### src/rtl/cpu_pkg.sv
// Shared definitions for the instruction-fetch slice: instruction width,
// fetch FSM state encoding and default reset/halt constants.
package cpu_pkg;

    localparam int INSTR_W = 16;

    localparam logic [15:0] DEFAULT_RESET_PC  = 16'h0000;
    localparam logic [15:0] DEFAULT_HALT_WORD = 16'h0000;

    typedef enum logic [1:0] {
        S_FETCH   = 2'd0,
        S_CAPTURE = 2'd1,
        S_ISSUE   = 2'd2,
        S_HALT    = 2'd3
    } fetch_state_t;

endpackage

### src/rtl/fetch_unit_if.sv
// Bus bundle between the fetch unit, the instruction memory and the
// controller/execute stage. "master" is the fetch-unit side.
interface fetch_unit_if
    import cpu_pkg::*;
#(
    parameter int ADDR_W = 16
);

    // instruction memory
    logic [ADDR_W-1:0]  mem_addr;
    logic               mem_rd;
    logic [INSTR_W-1:0] mem_rdata;

    // issue handshake towards decoder/controller
    logic [INSTR_W-1:0] instr_out;
    logic               instr_valid;
    logic               instr_ready;
    logic [ADDR_W-1:0]  pc;
    logic [ADDR_W-1:0]  link_pc;

    // redirect from execute/controller
    logic               redir_valid;
    logic               redir_abs;
    logic [ADDR_W-1:0]  redir_target;
    logic [INSTR_W-1:0] redir_offset;

    logic               halted;

    modport master (
        output mem_addr, mem_rd, instr_out, instr_valid, pc, link_pc, halted,
        input  mem_rdata, instr_ready, redir_valid, redir_abs, redir_target, redir_offset
    );

    modport slave (
        input  mem_addr, mem_rd, instr_out, instr_valid, pc, link_pc, halted,
        output mem_rdata, instr_ready, redir_valid, redir_abs, redir_target, redir_offset
    );

endinterface

### src/rtl/pc_next_calc.sv
// Combinational next-PC selection: sequential increment, PC-relative branch
// or absolute jump. All arithmetic wraps modulo 2^ADDR_W.
module pc_next_calc
    import cpu_pkg::*;
#(
    parameter int ADDR_W = 16
) (
    input  logic [ADDR_W-1:0]  pc,
    input  logic               redir_valid,
    input  logic               redir_abs,
    input  logic [ADDR_W-1:0]  redir_target,
    input  logic [INSTR_W-1:0] redir_offset,
    output logic [ADDR_W-1:0]  pc_next
);

    // Select the successor address; the displacement is already sign-extended
    // by the decoder, so truncation to ADDR_W gives correct two's-complement wrap.
    always_comb begin
        pc_next = pc + ADDR_W'(1);
        if (redir_valid) begin
            if (redir_abs) begin
                pc_next = redir_target;
            end else begin
                pc_next = pc + redir_offset[ADDR_W-1:0];
            end
        end
    end

endmodule

### src/rtl/fetch_unit.sv
// Instruction-fetch stage: holds the PC, reads the synchronous instruction
// memory, latches the word into the instruction register and issues it with
// a valid/ready handshake. Redirects are applied when an instruction is
// accepted.
// Optional: define FETCH_HALT_EN to stop fetching on HALT_WORD (S_HALT,
// exit only by reset). Without it HALT_WORD is an ordinary instruction.
module fetch_unit
    import cpu_pkg::*;
#(
    parameter int                ADDR_W   = 16,
    parameter logic [ADDR_W-1:0] RESET_PC = ADDR_W'(DEFAULT_RESET_PC)
`ifdef FETCH_HALT_EN
    ,
    parameter logic [INSTR_W-1:0] HALT_WORD = DEFAULT_HALT_WORD
`endif
) (
    input  logic         clk,
    input  logic         rst_n,
    fetch_unit_if.master bus
);

    fetch_state_t       state_reg, state_next;
    logic [ADDR_W-1:0]  pc_reg, pc_next;
    logic [ADDR_W-1:0]  pc_target;
    logic [INSTR_W-1:0] instr_reg, instr_next;
    logic               valid_reg, valid_next;

    pc_next_calc #(
        .ADDR_W(ADDR_W)
    ) u_pc_next_calc (
        .pc          (pc_reg),
        .redir_valid (bus.redir_valid),
        .redir_abs   (bus.redir_abs),
        .redir_target(bus.redir_target),
        .redir_offset(bus.redir_offset),
        .pc_next     (pc_target)
    );

`ifdef FETCH_HALT_EN
    logic halted_reg, halted_next;
`endif

    // State, PC and instruction register update.
    always_ff @(posedge clk or negedge rst_n) begin
        if (!rst_n) begin
            state_reg <= S_FETCH;
            pc_reg    <= RESET_PC;
            instr_reg <= '0;
            valid_reg <= 1'b0;
        end else begin
            state_reg <= state_next;
            pc_reg    <= pc_next;
            instr_reg <= instr_next;
            valid_reg <= valid_next;
        end
    end

`ifdef FETCH_HALT_EN
    // Sticky halt flag, cleared only by reset.
    always_ff @(posedge clk or negedge rst_n) begin
        if (!rst_n) begin
            halted_reg <= 1'b0;
        end else begin
            halted_reg <= halted_next;
        end
    end
`endif

    // Next-state and register-load decisions; redirects are consumed only
    // on an accepted issue, so they are ignored in every other cycle.
    always_comb begin
        state_next = state_reg;
        pc_next    = pc_reg;
        instr_next = instr_reg;
        valid_next = valid_reg;
`ifdef FETCH_HALT_EN
        halted_next = halted_reg;
`endif
        case (state_reg)
            S_FETCH: begin
                state_next = S_CAPTURE;
            end
            S_CAPTURE: begin
`ifdef FETCH_HALT_EN
                if (bus.mem_rdata == HALT_WORD) begin
                    halted_next = 1'b1;
                    state_next  = S_HALT;
                end else begin
                    instr_next = bus.mem_rdata;
                    valid_next = 1'b1;
                    state_next = S_ISSUE;
                end
`else
                instr_next = bus.mem_rdata;
                valid_next = 1'b1;
                state_next = S_ISSUE;
`endif
            end
            S_ISSUE: begin
                if (bus.instr_ready) begin
                    valid_next = 1'b0;
                    pc_next    = pc_target;
                    state_next = S_FETCH;
                end
            end
            S_HALT: begin
                state_next = S_HALT;
            end
        endcase
    end

    // The read strobe is suppressed while reset is held so the bus is idle
    // even though the FSM already sits in S_FETCH.
    assign bus.mem_rd      = rst_n && (state_reg == S_FETCH);
    assign bus.mem_addr    = pc_reg;
    assign bus.pc          = pc_reg;
    assign bus.link_pc     = pc_reg + ADDR_W'(1);
    assign bus.instr_out   = instr_reg;
    assign bus.instr_valid = valid_reg;
`ifdef FETCH_HALT_EN
    assign bus.halted      = halted_reg;
`else
    assign bus.halted      = 1'b0;
`endif

endmodule

### src/flat_wrapper.sv
// flat-port wrapper written by rule: the top's interface ports become plain ports
module fetch_unit_flat import cpu_pkg::*;
#(
    parameter int                ADDR_W   = 16,
    parameter logic [ADDR_W-1:0] RESET_PC = ADDR_W'(DEFAULT_RESET_PC)

)
  (clk, rst_n, bus_mem_addr, bus_mem_rd, bus_instr_out, bus_instr_valid, bus_pc, bus_link_pc, bus_halted, bus_mem_rdata, bus_instr_ready, bus_redir_valid, bus_redir_abs, bus_redir_target, bus_redir_offset);
  fetch_unit_if #(.ADDR_W(ADDR_W)) bus_i ();
  input  logic clk;
  input  logic rst_n;
  output wire logic [$bits(bus_i.mem_addr)-1:0] bus_mem_addr;
  output wire logic [$bits(bus_i.mem_rd)-1:0] bus_mem_rd;
  output wire logic [$bits(bus_i.instr_out)-1:0] bus_instr_out;
  output wire logic [$bits(bus_i.instr_valid)-1:0] bus_instr_valid;
  output wire logic [$bits(bus_i.pc)-1:0] bus_pc;
  output wire logic [$bits(bus_i.link_pc)-1:0] bus_link_pc;
  output wire logic [$bits(bus_i.halted)-1:0] bus_halted;
  input wire logic [$bits(bus_i.mem_rdata)-1:0] bus_mem_rdata;
  input wire logic [$bits(bus_i.instr_ready)-1:0] bus_instr_ready;
  input wire logic [$bits(bus_i.redir_valid)-1:0] bus_redir_valid;
  input wire logic [$bits(bus_i.redir_abs)-1:0] bus_redir_abs;
  input wire logic [$bits(bus_i.redir_target)-1:0] bus_redir_target;
  input wire logic [$bits(bus_i.redir_offset)-1:0] bus_redir_offset;
  assign bus_mem_addr = bus_i.mem_addr;
  assign bus_mem_rd = bus_i.mem_rd;
  assign bus_instr_out = bus_i.instr_out;
  assign bus_instr_valid = bus_i.instr_valid;
  assign bus_pc = bus_i.pc;
  assign bus_link_pc = bus_i.link_pc;
  assign bus_halted = bus_i.halted;
  assign bus_i.mem_rdata = bus_mem_rdata;
  assign bus_i.instr_ready = bus_instr_ready;
  assign bus_i.redir_valid = bus_redir_valid;
  assign bus_i.redir_abs = bus_redir_abs;
  assign bus_i.redir_target = bus_redir_target;
  assign bus_i.redir_offset = bus_redir_offset;
  fetch_unit #(.ADDR_W(ADDR_W), .RESET_PC(RESET_PC)) u_core (.clk(clk), .rst_n(rst_n), .bus(bus_i));
endmodule
### config.mk
export PLATFORM = sky130hd
export DESIGN_NAME = fetch_unit_flat
export DESIGN_NICKNAME = d
export VERILOG_FILES = /design/src/rtl/cpu_pkg.sv /design/src/rtl/fetch_unit_if.sv /design/src/rtl/pc_next_calc.sv /design/src/rtl/fetch_unit.sv /design/src/flat_wrapper.sv
export SDC_FILE = /design/constraint.sdc
export NUM_CORES = 1
export LEC_CHECK = 0
export BUFFER_PORTS_ARGS = -buffer_cell sky130_fd_sc_hd__buf_2
export CAP_MARGIN = 5
export CORE_AREA = 2 2 84 86
export CTS_BUF_LIST = sky130_fd_sc_hd__clkbuf_4 sky130_fd_sc_hd__clkbuf_8
export DETAILED_ROUTE_END_ITERATION = 10
export DIE_AREA = 0 0 86 88
export HOLD_SLACK_MARGIN = 0.03
export PLACE_DENSITY = 0.84
export SYNTH_ARGS = -nofsm -noshare
export SYNTH_HDL_FRONTEND = slang
export SYNTH_SLANG_ARGS = --single-unit
### constraint.sdc
create_clock -name clk -period 6.9 [get_ports clk]
set_clock_uncertainty 0.2 [all_clocks]
set_input_delay 1.38 -clock clk [delete_from_list [all_inputs] [get_ports clk]]
set_output_delay 1.38 -clock clk [all_outputs]
set_load 0.02 [all_outputs]
After elaboration in Yosys (flattened, before gate mapping)
Index checks and enable logic that the tools add are counted.
{ "word_totals": {"regBits": 35, "out_inout_bits": 67} }
{ "classes": {"add_sub_neg": 2, "n_eq_ne": 4, "n_mux": 6, "n_reduce_logical": 5} }
{ "op_table": {"columns": ["op", "n"], "rows": [
  ["$mux W16", 2],
  ["$add A16 B1 Y16 const B", 1],
  ["$add A16 B16 Y16", 1],
  ["$pmux W2 S4", 1],
  ["$eq A2 B2 Y1 const B", 2],
  ["$reduce_and A2 Y1", 2],
  ["$eq A2 B1 Y1 const B", 1],
  ["$logic_not A2 Y1", 1],
  ["$mux W2", 1],
  ["$ne A2 B2 Y1 const B", 1],
  ["$pmux W1 S2", 1],
  ["$reduce_bool A2 Y1", 1],
  ["$logic_and A1 B1 Y1", 1],
  ["$mux W1", 1]
]} }

Longest topological paths before layout
{ "depth": {"ltp_word": 3, "depth_mapped": 8, "ltp_nobuf": 8} }

Modules after synthesis
From an unflattened synthesis, not the netlist that was laid out.
{ "hier_totals": {"cells_unflattened": 349, "area_unflattened_um2": 3108.0} }
{ "by_module_without_submodules": {"columns": ["mod", "instances", "cells_each", "area_per_inst_um2", "seq_area_each_um2"], "rows": [
  ["fetch_unit", 1, 146, 1801.7, 875.8],
  ["pc_next_calc", 1, 203, 1306.3, 0.0]
]} }

Worst setup path before layout
OpenSTA, ideal clock, no wires.
{ "synth_path": {"kind": "input -> register", "startpoint": "input bus_redir_offset[0]", "endpoint": "register u_core.pc_reg[12] (netlist: u_core.bus.mem_addr[12])", "setup_ns": 0.126, "t_arrival_ns": 3.125, "required_ns": 6.574, "setup_slack_ns": 3.449, "path_stages": 8, "path_cell_list": "ha_1 -> fa_1 -> a21oi_1 -> o21ai_2 -> o311ai_2 -> a32oi_1 -> xor2_1 -> a221o_1"} }
{ "synth_via": {"elab_chain_len": 3} }
{ "synth_lines": {"columns": ["element", "line", "rtl"], "rows": [
  ["start: declaration", "flat_wrapper.sv:24", "input wire logic [$bits(bus_i.redir_offset)-1:0] bus_redir_offset;"],
  ["$add A16 B16 Y16", "pc_next_calc.sv:24", "pc_next = pc + redir_offset[ADDR_W-1:0];"],
  ["$mux W16", "pc_next_calc.sv:21", "if (redir_abs) begin"],
  ["$mux W16", "pc_next_calc.sv:20", "if (redir_valid) begin"],
  ["end signal: assignment", "fetch_unit.sv:52", "pc_reg <= pc_next;"],
  ["end: declaration", "fetch_unit.sv:23", "logic [ADDR_W-1:0] pc_reg, pc_next;"]
]} }
No other way between the ends.
A chain may end at the register's enable or synchronous reset.

Worst setup path in the final report
{ "layout_path": {"startpoint": "input rst_n", "endpoint": "output bus_mem_rd"} }
{ "layout_via": {"elab_chain_len": 1} }
{ "layout_lines": {"columns": ["element", "line", "rtl"], "rows": [
  ["start: declaration", "flat_wrapper.sv:11", "input logic rst_n;"],
  ["$logic_and A1 B1 Y1", "fetch_unit.sv:114", "assign bus.mem_rd = rst_n && (state_reg == S_FETCH);"],
  ["end: declaration", "flat_wrapper.sv:13", "output wire logic [$bits(bus_i.mem_rd)-1:0] bus_mem_rd;"]
]} }
No other way between the ends.

==> flow_summary.json <==
{
  "worstMarginPinSlew_ns": 0.802,
  "worstPathArrival_ns": 2.36,
  "fin_crit_ns": 3.94,
  "place_congestion": 0.900,
  "required_ns": 5.32,
  "synth_flop_cell": "dfrtp_1",
  "drtIter0Drc": 152,
  "synth_fp_nets": 396,
  "ff2ff_setup_slack_ns": 4.07,
  "timing.hold.ws_ns": 0.305,
  "post-route-period-util_pct": 57.2,
  "die_h_um": 88,
  "grt_pass1_wl_mm": 12.2,
  "rsz0062_at_grt": "no",
  "cts_htree_levels": 2,
  "drc_errors": 0,
  "peakVddDrop_v": 0.0000950,
  "endpoint_kind": "output pin",
  "critical_path_class": "in2out",
  "clock.fmax_mhz": 254,
  "final-setup-viol-count": 0,
  "place_ws_ns": 2.88,
  "syn_avg_cell_area_um2": 9.07,
  "synth_edf_count": 0,
  "fin_setup_tns_ns": 0,
  "clockBufferDepth": 2,
  "fillers": 612,
  "cts_hold_buf": 0,
  "crit_fanout": 36,
  "fin_ws_ns": 2.96,
  "antenna_found_initial": 0,
  "synthArstFlopShare_pct": 100,
  "maxCapViolCount": 0,
  "power.density_nw_per_um2": 125,
  "initial_core_util_pct": 44.0,
  "wirelength_mm": 7.74,
  "die_area_um2": 7570,
  "min_path_type": "reg2reg",
  "cp-start-kind": "input port",
  "clock_latency_ns": 0.29,
  "hold_violations": 0,
  "cts_resized": 0,
  "diodes": 0,
  "root_buffer": "clkbuf_8",
  "globalRouteOverflowTotal": 0,
  "cts.sinks": 35,
  "grt_pass1_vias": 2571,
  "hpwl_mm": 5.97,
  "slew_headroom_pct": 46.5,
  "status": "completed",
  "vias_per_cell": 5.58,
  "yosysWarningCount": 0,
  "synthCells": 322,
  "ff_latch_area_um2": 876,
  "drv_slew": 0,
  "io_pins": 120,
  "clkTransAtPathRegs_ns": 0.07,
  "vias": 2794,
  "fin_nets": 494,
  "yosysUniqueCellTypes": 61,
  "avgRoutedWirePerCell_um": 15.5,
  "portBuffers": 118,
  "cts_tree": "yes",
  "ant_nets": 0,
  "area_growth_pct": 21.8,
  "syn-cell-area_um2": 2920,
  "total_leakage_power_nw": 1.98,
  "drive_gt1_share_pct": 37.3,
  "core_um2": 6640,
  "grt_max_degree": 37,
  "row_count": 30,
  "grtUsageTotal_pct": 20.2,
  "drt_first_pass_iters": 4,
  "cts_setup_buffers": 0,
  "cts_buffers": 5,
  "multi_input_area_um2": 1830,
  "ys_seq_area_share_pct": 30.0,
  "die_w_um": 86,
  "ys_ff_latch": 35
}
[layout by cell type (no fill, tap or decap), types with 3 or more instances in the layout]
cell type  count
xor2_1        13
a21oi_1       18
mux2_2        17
ha_1          20
and3_1         6
buf_2        118
dfrtp_1       35
a21o_1        10
nand3_1       12
o21ai_0       17
o21bai_1       3
nor3_1         3
a31oi_1        3
a211oi_1       6
nand2b_1       4
clkbuf_8       5
inv_1         12
xnor2_1       11
nor2_1        26
mux2i_1        5
nand2_1       23
o22ai_1        4
[path summary, 6_finish.rpt]
kind                                              start  cells past startpoint                       to
worst max-delay path                              rst_n                      3               bus_mem_rd
worst min-delay path            u_core.bus.instr_out[7]                      1  u_core.bus.instr_out[7]
worst max register to register   u_core.bus.mem_addr[0]                      8  u_core.bus.mem_addr[12]
worst min register to register  u_core.bus.instr_out[7]                      1  u_core.bus.instr_out[7]
max in group asynchronous                         rst_n                      1  u_core.bus.mem_addr[11]
min in group asynchronous                         rst_n                      1  u_core.bus.instr_out[5]
[where the power goes]
part           switching, mW  internal, mW  total, mW
clock network         0.0793         0.108      0.187
registers                  0         0.205      0.205
logic                 0.0308        0.0224     0.0533
total                  0.110         0.335      0.445
[cells by family after synthesis]
group	after synthesis	synth area share [%]
AND/OR/NAND/NOR	92	16.5
multiplexers	23	8.65
other	1	0.128
XOR/XNOR	24	7.20
flip-flops	35	30.0
buffers and inverters	39	7.24
adder cells (fa/ha/maj)	21	9.25
AO/OA/AOI/OAI	87	21.0
[per-stage QoR]
step           utilization [%]  area [um^2]  instances  power, mW
2_1_floorplan                -         2920        322      0.237
3_3_place_gp              51.8         3440        493      0.261
3_5_place_dp              51.8         3440        493      0.262
4_1_cts                   53.5         3560        501      0.448
5_1_grt                   53.5         3560        501      0.463
6_report                  53.5         3560        501      0.445
[synth_stat cells (2+ instances only)]
library cell / number / share of area (%)
a21oi_1: 18 / 3.1
a21oi_2: 2 / 0.60
a31oi_1: 3 / 0.64
clkbuf_1: 8 / 1.0
o21ai_0: 17 / 2.9
o31ai_1: 2 / 0.51
o221ai_1: 2 / 0.60
a211oi_1: 6 / 1.5
xor2_1: 13 / 3.9
and2_1: 2 / 0.43
nor2_4: 2 / 0.77
inv_1: 12 / 1.5
a22oi_1: 2 / 0.51
nand2b_1: 4 / 0.86
a21o_1: 10 / 2.6
and3_1: 6 / 1.3
nand2_1: 23 / 3.0
ha_1: 20 / 8.6
nand3_1: 12 / 2.1
or3_1: 2 / 0.43
or4_1: 2 / 0.51
mux2_2: 17 / 6.6
buf_4: 17 / 4.4
nor2_1: 26 / 3.3
dfrtp_1: 35 / 30
o21bai_1: 3 / 0.77
xnor2_1: 11 / 3.3
mux2i_1: 5 / 1.7
o22ai_1: 4 / 0.86
nor3_1: 3 / 0.51
o311ai_2: 2 / 1.1
a32oi_1: 2 / 0.60
[final cells by class]
cell class | count | area share (%)
sequential | 35 | 24.6
inverter | 12 | 1.27
clock inverter | 3 | 1.23
tap | 80 | 2.81
clock buffer | 5 | 1.93
multi-input combinational | 248 | 51.5
timing repair buffer | 118 | 16.6
[worst max-delay path: stages]
cell    delay (ns)
buf_2         0.61
and2_1        0.21
buf_2         0.16
[layer usage]
metal	part of all wire (%)	vias up	track usage, %
li1	-	1349	-
met1	41	1309	26.4
met2	49	126	34.2
met3	8.8	10	3.86
met4	1.3	0	5.77
met5	0	-	0
Note: power is estimated with default switching activity, not from simulation.
